File: src/rtl/sine_analyzer.sv
// Receive-side analyzer for the LUT sine generator: measures period, per-channel
// extremes and A-to-B phase lag once per channel-A cycle, using rising midscale crossings.
module sine_analyzer #(
    parameter int          CW    = 16,
    parameter logic [15:0] MID_A = 16'h8000,
    parameter logic [16:0] MID_B = 17'h10000
) (
    input  logic          clk,
    input  logic          rst,
    input  logic          sample_valid,
    input  logic [15:0]   sample_a,
    input  logic [16:0]   sample_b,
    output logic          locked,
    output logic          result_valid,
    output logic [CW-1:0] period,
    output logic [CW-1:0] phase,
    output logic          phase_valid,
    output logic [15:0]   max_a,
    output logic [15:0]   min_a,
    output logic [16:0]   max_b,
    output logic [16:0]   min_b,
    output logic          timeout
);

    typedef enum logic {SEEK, MEASURE} state_t;

    localparam logic [CW-1:0] CNT_MAX = {CW{1'b1}};

    state_t        state, state_nxt;
    logic          have_prev;
    logic [15:0]   prev_a;
    logic [16:0]   prev_b;
    logic          cross_a, cross_b;
    logic [CW-1:0] cnt, phase_acc;
    logic          b_seen;
    logic [15:0]   trk_max_a, trk_min_a;
    logic [16:0]   trk_max_b, trk_min_b;
    logic          cnt_full, start, publish, expire, track;

    // have_prev suppresses a bogus crossing against the reset value of prev_*.
    assign cross_a  = have_prev && (prev_a < MID_A) && (sample_a >= MID_A);
    assign cross_b  = have_prev && (prev_b < MID_B) && (sample_b >= MID_B);
    assign cnt_full = (cnt == CNT_MAX);

    assign start   = sample_valid && cross_a;
    assign publish = sample_valid && cross_a && (state == MEASURE);
    assign expire  = sample_valid && !cross_a && cnt_full && (state == MEASURE);
    assign track   = sample_valid && !cross_a && !cnt_full && (state == MEASURE);

    // NOTE: sequential state uses non-blocking assignments so every flop samples
    // pre-edge values, regardless of process ordering.
    always_ff @(posedge clk or posedge rst) begin
        if (rst) state <= SEEK;
        else     state <= state_nxt;
    end

    // NOTE: default assignment first, so no path leaves state_nxt unassigned (no latch).
    always_comb begin
        state_nxt = state;
        if (sample_valid) begin
            case (state)
                SEEK:    if (cross_a) state_nxt = MEASURE;
                MEASURE: if (!cross_a && cnt_full) state_nxt = SEEK;
                default: state_nxt = SEEK;
            endcase
        end
    end

    always_comb begin
        locked = (state == MEASURE);
    end

    // NOTE: every register here, results included, is plain flops and is cleared by reset.
    always_ff @(posedge clk or posedge rst) begin
        if (rst) begin
            have_prev    <= 1'b0;
            prev_a       <= '0;
            prev_b       <= '0;
            cnt          <= '0;
            phase_acc    <= '0;
            b_seen       <= 1'b0;
            trk_max_a    <= '0;
            trk_min_a    <= '0;
            trk_max_b    <= '0;
            trk_min_b    <= '0;
            result_valid <= 1'b0;
            timeout      <= 1'b0;
            period       <= '0;
            phase        <= '0;
            phase_valid  <= 1'b0;
            max_a        <= '0;
            min_a        <= '0;
            max_b        <= '0;
            min_b        <= '0;
        end else begin
            result_valid <= 1'b0;
            timeout      <= 1'b0;
            if (sample_valid) begin
                prev_a    <= sample_a;
                prev_b    <= sample_b;
                have_prev <= 1'b1;
            end
            // Results cover the crossing sample up to, not including, this one.
            if (publish) begin
                result_valid <= 1'b1;
                period       <= cnt;
                phase        <= phase_acc;
                phase_valid  <= b_seen;
                max_a        <= trk_max_a;
                min_a        <= trk_min_a;
                max_b        <= trk_max_b;
                min_b        <= trk_min_b;
            end
            if (start) begin
                cnt       <= CW'(1);
                phase_acc <= '0;
                b_seen    <= cross_b;
                trk_max_a <= sample_a;
                trk_min_a <= sample_a;
                trk_max_b <= sample_b;
                trk_min_b <= sample_b;
            end else if (track) begin
                cnt <= cnt + CW'(1);
                if (sample_a > trk_max_a) trk_max_a <= sample_a;
                if (sample_a < trk_min_a) trk_min_a <= sample_a;
                if (sample_b > trk_max_b) trk_max_b <= sample_b;
                if (sample_b < trk_min_b) trk_min_b <= sample_b;
                if (cross_b && !b_seen) begin
                    phase_acc <= cnt;
                    b_seen    <= 1'b1;
                end
            end
            if (expire) timeout <= 1'b1;
        end
    end

endmodule
File: config.mk
export PLATFORM = sky130hd
export DESIGN_NAME = sine_analyzer
export DESIGN_NICKNAME = d
export VERILOG_FILES = /design/src/rtl/sine_analyzer.sv
export SDC_FILE = /design/constraint.sdc
export NUM_CORES = 1
export LEC_CHECK = 0
export CAP_MARGIN = 20
export CORE_ASPECT_RATIO = 0.5
export CORE_UTILIZATION = 50
export DETAILED_ROUTE_END_ITERATION = 6
export PLACE_DENSITY = 0.77
export SYNTH_ARGS = -nofsm -noshare
export SYNTH_HDL_FRONTEND = slang
export SYNTH_SLANG_ARGS = --single-unit
File: constraint.sdc
create_clock -name clk -period 6.9 [get_ports clk]
set_input_delay 1.38 -clock clk [delete_from_list [all_inputs] [get_ports clk]]
set_output_delay 1.38 -clock clk [all_outputs]
set_load 0.005 [all_outputs]
* Word-level counts from Yosys, hierarchy flattened
Cells that the tools add are included.
** Operators by class
- $add $sub $neg :: 1
- Order comparisons :: 8
- Equal/unequal tests :: 1
- Muxes and demuxes :: 25
- Bitwise operators :: 1
- Reductions and logical operators :: 27
** Operator list (number)
- 16-bit two-way mux :: 11
- 17-bit two-way mux :: 6
- 17-bit >= comparator, second input constant :: 1
- 17-bit greater-than comparator :: 1
- 17-bit < comparator :: 1
- 17-bit < comparator, second input constant :: 1
- 16-bit by 1-bit adder with 16-bit output, second input constant :: 1
- 16-bit equality test, second input constant :: 1
- 16-bit >= comparator, second input constant :: 1
- 16-bit greater-than comparator :: 1
- 16-bit < comparator :: 1
- 16-bit < comparator, second input constant :: 1
- 1-bit logical AND :: 13
- 2-bit nonzero test :: 6
- 2-bit AND reduction :: 5
- 1-bit two-way mux :: 7
- 1-bit zero test :: 3
- 1-bit one-hot mux with 2 select lines :: 1
- 1-bit inverter :: 1
** Storage, ports and cells
- Register bits after elaboration :: 235
- Input port bits :: 36
- Output and inout bits :: 102
- Word-level logic and storage cells :: 83

* Depth between registers and ports, before layout
Gate-level depths: netlist of run 1.
- Depth after elaboration :: 9
- Depth in mapped cells :: 11
- Depth with buffers taken out :: 8

* Least setup slack after synthesis of run 1
No wires, ideal clock.
- Path type :: input port to flip-flop
- Start point :: in sample_a[9]
- End point :: reg trk_min_a[0]
- Library setup time :: 125 ps
- Data arrival time :: 3239 ps
- Required time :: 6775 ps
- Slack :: 3536 ps
- Stages on the path :: 8
- Path buffers :: 1
- Cell sequence :: ha_1 -> a21o_1 -> a221o_1 -> a221oi_1 -> o211ai_2 -> nand2_2 -> buf_6 -> mux2_2
** Between the ends
- Word-level cells in the longest chain between the ends :: 8
- Elaborated cells between the ends (all ways) :: 12
- Classes of those cells :: 2 x order compare; 1 x mux; 9 x reduce/logical
** RTL lines
- start, declared :: RTL line 11 : input logic [15:0] sample_a,
- 16-bit >= comparator :: RTL line 41 : assign cross_a = have_prev && (prev_a < MID_A) && (sample_a >= MID_A);
- 1-bit logical AND :: RTL line 41
- 1-bit zero test :: RTL line 48 : assign track = sample_valid && !cross_a && !cnt_full && (state == MEASURE);
- 1-bit logical AND (3 in series) :: RTL line 48
- 2-bit nonzero test (no source line)
- 2-bit AND reduction (no source line)
- end signal, assigned :: RTL line 119 : trk_min_a <= sample_a;
- end signal, assigned :: RTL line 125 : if (sample_a < trk_min_a) trk_min_a <= sample_a;
- end, declared :: RTL line 36 : logic [15:0] trk_max_a, trk_min_a;
Parallel ways exist; a longest one is shown, timed or not.
A chain may end at the register's enable or synchronous reset.

* Final worst setup path of run 1
- Start point :: in sample_b[16]
- End point :: reg trk_max_b[12]
** Between the ends
- Word-level cells in the longest chain between the ends :: 3
** RTL lines
- start, declared :: RTL line 12 : input logic [16:0] sample_b,
- 17-bit greater-than comparator :: RTL line 126 : if (sample_b > trk_max_b) trk_max_b <= sample_b;
- 2-bit nonzero test (no source line)
- 2-bit AND reduction (no source line)
- end signal, assigned :: RTL line 120 : trk_max_b <= sample_b;
- end signal, assigned :: RTL line 126
- end, declared :: RTL line 37 : logic [16:0] trk_max_b, trk_min_b;
No other way between the ends.

==> flow_metrics.tcl, run 1 <==
set metrics [dict create \
    status "finished, final reports clean" \
    holdPathStages 2 \
    via_count 7047 \
    clk_pin_slew_ns 0.06 \
    start_kind "primary input" \
    ios 138 \
    gp_congestion 0.808 \
    cts_tree "done" \
    holdCritPathClass "reg2reg" \
    tns_ns 0 \
    track_usage 0.226 \
    cp.required_ns 7.26 \
    ys_types 56 \
    postRouteWirelength_um 21900 \
    drive_gt1_frac 0.121 \
    min_period_ns 4.16 \
    max_slew_margin 0.358 \
    syn_area_mm2 0.00972 \
    synth.area.top_cells "dfrtp_1 53%, ha_1 8.4%, mux2_2 8.1%" \
    yosysSeqAreaShare 0.525 \
    cts_made_buffers 19 \
    tightest_slew_ns 0.962 \
    critPathMaxFanout 17 \
    die_w_um 199 \
    instances_no_fill 1295 \
    start_util 0.520 \
    async_reset_ff_frac 1.00 \
    fp.dieArea_mm2 0.0200 \
    crit_type "in2reg" \
    slew_viol_final 0 \
    synth_common_cells "204 x dfrtp_1, 147 x nand2_1, 88 x o21ai_0, 70 x mux2_2, 68 x inv_1" \
    drt_pre_antenna_iters 4 \
    place_area_mm2 0.0112 \
    dp.cells 1263 \
    yosys.area.top_type_share 0.525 \
    diodes 0 \
    r2r_start "trk_max_b[15]" \
    reg2reg_slack_ns 3.85 \
    r2r_end "trk_max_b[12]" \
    syn_nets 1004 \
    dp_hpwl_um 15300 \
    fin_area_mm2 0.0119 \
    crit_end "trk_max_b[12]" \
    via_per_inst 5.44 \
    worstSkewPairLatency_ns 0.48 \
    rsz0062_at_grt "no" \
    synthFlopType "dfrtp_1" \
    drt_iter0_markers 293 \
    ys_ff_latch 204 \
    fin_crit_sh 0.603 \
    core_area_mm2 0.0187 \
    crit_arrival_ns 4.51 \
    routedWlPerCell_um 16.9 \
    io_buffers 137 \
    reg2regPathDepth 7 \
    avgSynthCellArea_um2 10.8 \
    fillers 1500 \
    clockBufferDepth 3 \
    core.rowCount 35 \
    post_cts_buffers 0 \
    grt_overflow_total 0 \
    grt_pass1_wl_um 36000 \
    ir_drop_uv 205 \
    grt_pass1_vias 7025 \
    antenna_found_initial 0 \
    die_h_um 101 \
    cts_root_buf "clkbuf_16" \
    grt_max_degree 100 \
    synthToLayoutAreaGrowth_pct 22.6 \
    route.detailed.drc 0 \
    htreeDepth 1 \
    cp-end-kind "flip-flop" \
    cts_hold_repair.buffers 0 \
    finClkSkew_ns 0.0114 \
    nets 1127 \
    clkSinkCount 204 \
    p_per_area_mw_per_mm2 389 \
    timing.fmax_mhz 241 \
    post-synth-top-count-cell "dfrtp_1" \
    power_uw 4630 \
    synth_area_leader_cell "dfrtp_1" \
    synth_warnings 0 \
    drv_cap 0 \
    syn_inst 903 \
    hold_viol_final 0 \
    cts_resized 0 \
    setup_slack_ns 2.74 \
    antenna_left 0 \
    pre_cts_slack_ns 2.33 \
    worstSetupStartpoint "sample_b[16]" \
    power.leakage_uw 0.00552 \
    synth_edf_count 0 \
    finalSetupViolations 0 \
]
layer usage:
layer	up-vias	global-route usage	wire (um)
met5	-	0	0
met4	0	0.0479	331
met3	25	0.0351	1020
met2	167	0.373	10500
met1	3473	0.318	10000
li1	3382	-	-
registers in the layout, indices dropped and copies added, names as in the netlist:
register      flops
max_b            17
min_b            17
trk_max_b        17
trk_min_b        17
cnt              16
max_a            16
min_a            16
period           16
phase            16
phase_acc        16
trk_max_a        16
trk_min_a        16
b_seen            1
have_prev         1
locked            1
phase_valid       1
prev_a            1
prev_b            1
result_valid      1
timeout           1
placed cells by master (no fill, tap or decap), types with 15 or more instances in the layout:
cell type	count
dfrtp_1	204
clkbuf_16	19
nand2_1	146
nor2_1	26
o21ai_0	88
clkdlybuf4s50_1	137
nor3_1	20
nand4_1	16
a21oi_1	22
nand3_1	15
ha_1	65
inv_1	67
mux2_1	17
mux2_2	70
a311o_1	17
per-stage QoR:
stage	hold WS [ns]	utilization
finish	0.479	0.637
global route	0.505	0.637
CTS	0.485	0.635
detailed placement	0.471	0.601
global placement	0.463	0.601
floorplan	0.458	-
cell families after synthesis:
family	count (synthesis)	share of synthesized area
xor+xnor	12	0.0108
flops	204	0.525
buf+inv	111	0.0506
compound gates	168	0.107
simple gates	254	0.120
mux	89	0.103
fa+ha+maj	65	0.0837
area by class of cell:
cell class / instances / area, um2 / area share
clock buffers: 23 / 520 / 0.0437
clock inverters: 8 / 118 / 0.00988
multi-input cells: 588 / 4130 / 0.347
flip-flops and latches: 204 / 5100 / 0.429
inverters: 68 / 259 / 0.0217
repair buffers: 145 / 1450 / 0.122
well taps: 259 / 324 / 0.0272
worst min-delay path by stage:
stage,endpoint,slack (ns),from
5_1_grt,min_b[7],0.51,min_b[7]
3_3_place_gp,max_a[10],0.46,max_a[10]
2_1_floorplan,trk_max_b[16],0.46,trk_max_b[16]
4_1_cts,max_b[13],0.48,max_b[13]
6_report,min_a[5],0.48,min_a[5]
3_5_place_dp,max_b[13],0.47,max_b[13]
critical path: stages:
cell             delay [ns]
clkdlybuf4s50_1        0.55
ha_1                   0.37
nand4_1                0.17
nor4_1                 0.70
a21oi_1                0.22
a31oi_4                0.70
mux2_2                 0.42
power breakdown:
group | internal [uW] | switching (uW)
Sequential | 1620 | 251
Combinational | 879 | 794
Clock | 647 | 441
No activity file was read; power rests on OpenSTA's default activity.
==> run 2, diff against run 1 <==
==> constraint.sdc (replaced) <==
create_clock -name clk -period 3.48 [get_ports clk]
set_input_delay 0.696 -clock clk [delete_from_list [all_inputs] [get_ports clk]]
set_output_delay 0.696 -clock clk [all_outputs]
set_load 0.005 [all_outputs]
==> run 2 against run 1 <==
Highest routed layer unchanged. Utilization up 1.6 points. Clock skew up 0.0018 ns. Critical endpoint is now trk_max_b[15]. Critical path type unchanged. Register-to-register slack worse by 3.0 ns. Global-route usage up 0.057 points. Sequential power up 98%. Die area unchanged. Largest cell class unchanged.
==> flow_metrics.tcl, run 2 (synthesis results as in run 1) <==
set metrics [dict create \
    cts_root_buf "clkbuf_16" \
    critPathMaxFanout 11 \
    slew_viol_final 0 \
    path_cells "clkdlybuf4s50_1 > ha_1 > nand4_1 > nor4_1 > a21oi_1 > a31oi_4 > buf_4 > mux2_2" \
    timing.fmax_mhz 330 \
    fp.dieArea_mm2 0.0200 \
    diodes 0 \
    final_cell_mix "204 x dfrtp_1, 146 x nand2_1, 137 x clkdlybuf4s50_1" \
    antenna_found_initial 0 \
    rsz0062_at_grt "no" \
    io_buffers 137 \
    status "finished, final reports clean" \
    via_count 7140 \
    fillers 1446 \
    fin_crit_sh 0.870 \
    ir_drop_uv 458 \
    nets 1150 \
    cp.required_ns 3.84 \
    worstSetupStartpoint "sample_b[15]" \
    core_area_mm2 0.0187 \
    drt_pre_antenna_iters 5 \
    crit_family "buffers and inverters" \
    drt_iter0_markers 325 \
    holdCritPathClass "reg2reg" \
    die_w_um 199 \
    p_per_area_mw_per_mm2 775 \
    power.leakage_uw 0.00569 \
    clockBufferDepth 3 \
    post_cts_buffers 0 \
    grt_overflow_total 0 \
    grt_pass1_vias 7075 \
    ios 138 \
    cp.buffers_inverters 2 \
    via_per_inst 5.40 \
    multiInputGateArea_mm2 0.00413 \
    hold_viol_final 0 \
    postRouteWirelength_um 22000 \
    dp.cells 1286 \
    reg2reg_slack_ns 0.88 \
    htreeDepth 1 \
    antenna_left 0 \
    r2r_start "trk_max_b[16]" \
    gp_congestion 0.839 \
    track_usage 0.227 \
    final_core_util 0.652 \
    route.detailed.drc 0 \
    start_kind "primary input" \
    clk_pin_slew_ns 0.06 \
    grt_max_degree 84 \
    regArea_mm2 0.00510 \
    finClkSkew_ns 0.0132 \
    cts_made_buffers 20 \
    slowest_stage "nor4_1" \
    worst_hold_slack_ns 0.478 \
    clkSinkCount 204 \
    instances_no_fill 1322 \
    die_h_um 101 \
    cts_tree "done" \
    drv_cap 0 \
    cp-end-kind "flip-flop" \
    synthToLayoutAreaGrowth_pct 25.6 \
    max_slew_margin 0.579 \
    drive_gt1_frac 0.142 \
    grt_pass1_wl_um 35900 \
    crit_arrival_ns 3.39 \
    crit_type "in2reg" \
    hp-start "max_b[13]" \
    dp_hpwl_um 15900 \
    cts_hold_repair.buffers 0 \
    critPathMaxStageDelay_ns 0.55 \
    min_period_ns 3.03 \
    finalSetupViolations 0 \
    cts_resized 0 \
    tightest_slew_ns 0.632 \
    routedWlPerCell_um 16.7 \
    core.rowCount 35 \
    worstSkewPairLatency_ns 0.49 \
    layout_commonest_cell "dfrtp_1" \
    start_util 0.520 \
]
## run 2: cell count changes in the layout (fill, tap and decap cells not counted), sizes merged
cell      change
clkinvlp      -1
inv           +1
clkbuf        +5
buf          +22
## run 2: report_power, final
group	internal [uW]	switching [uW]
Sequential	3210	491
Clock	1430	917
Combinational	1800	1590
Total	6450	3000
## run 2: path summary, 6_finish.rpt
| path | endpoint | depth (start not counted) |
|---|---|---|
| worst min-delay path | max_b[13] | 2 |
| min in group asynchronous | phase[2] | 2 |
| max in group asynchronous | phase[11] | 3 |
| worst max-delay path | trk_max_b[15] | 8 |
| worst min register to register | max_b[13] | 2 |
| worst max register to register | trk_max_b[15] | 8 |
## run 2: cell type report
type                       instances  area share
clock buffer                      28      0.0493
clock inverter                     8     0.00974
inverter                          68      0.0212
multi-input combinational        588       0.339
sequential                       204       0.418
tap                              259      0.0266
timing repair buffer             167       0.136
## run 2: tightest hold or removal path: stages, from the launching register on
cell     delay [ns]
dfrtp_1        0.34
nand2_1        0.04
o21ai_0        0.06
## run 2: routing by layer
layer | vias to the layer above | track usage | wire length [um]
li1 | 3422 | - | -
met1 | 3543 | 0.316 | 10400
met2 | 137 | 0.371 | 10300
met3 | 38 | 0.0361 | 861
met4 | 0 | 0.0592 | 487
met5 | - | 0 | 0
## run 2: per-stage QoR
step	setup slack [ns]	instance area (um2)	total power, uW	setup TNS (ns)
floorplan	0.140	9720	5570	0
global placement	0.0419	11500	6990	0
detailed placement	-0.0114	11500	7150	-0.0293
CTS	0.490	12200	9550	0
global route	0.379	12200	10100	0
finish	0.452	12200	9450	0
==> run 3, diff against run 2 <==
--- a/config.mk
+++ b/config.mk
@@ -8,6 +8,7 @@
 export CAP_MARGIN = 20
 export CORE_ASPECT_RATIO = 0.5
 export CORE_UTILIZATION = 50
+export CTS_CLUSTER_DIAMETER = 200
 export DETAILED_ROUTE_END_ITERATION = 6
 export PLACE_DENSITY = 0.77
 export SYNTH_ARGS = -nofsm -noshare
==> results of run 3 <==
No change in the layout: final DEF, timing and power equal those of run 2.
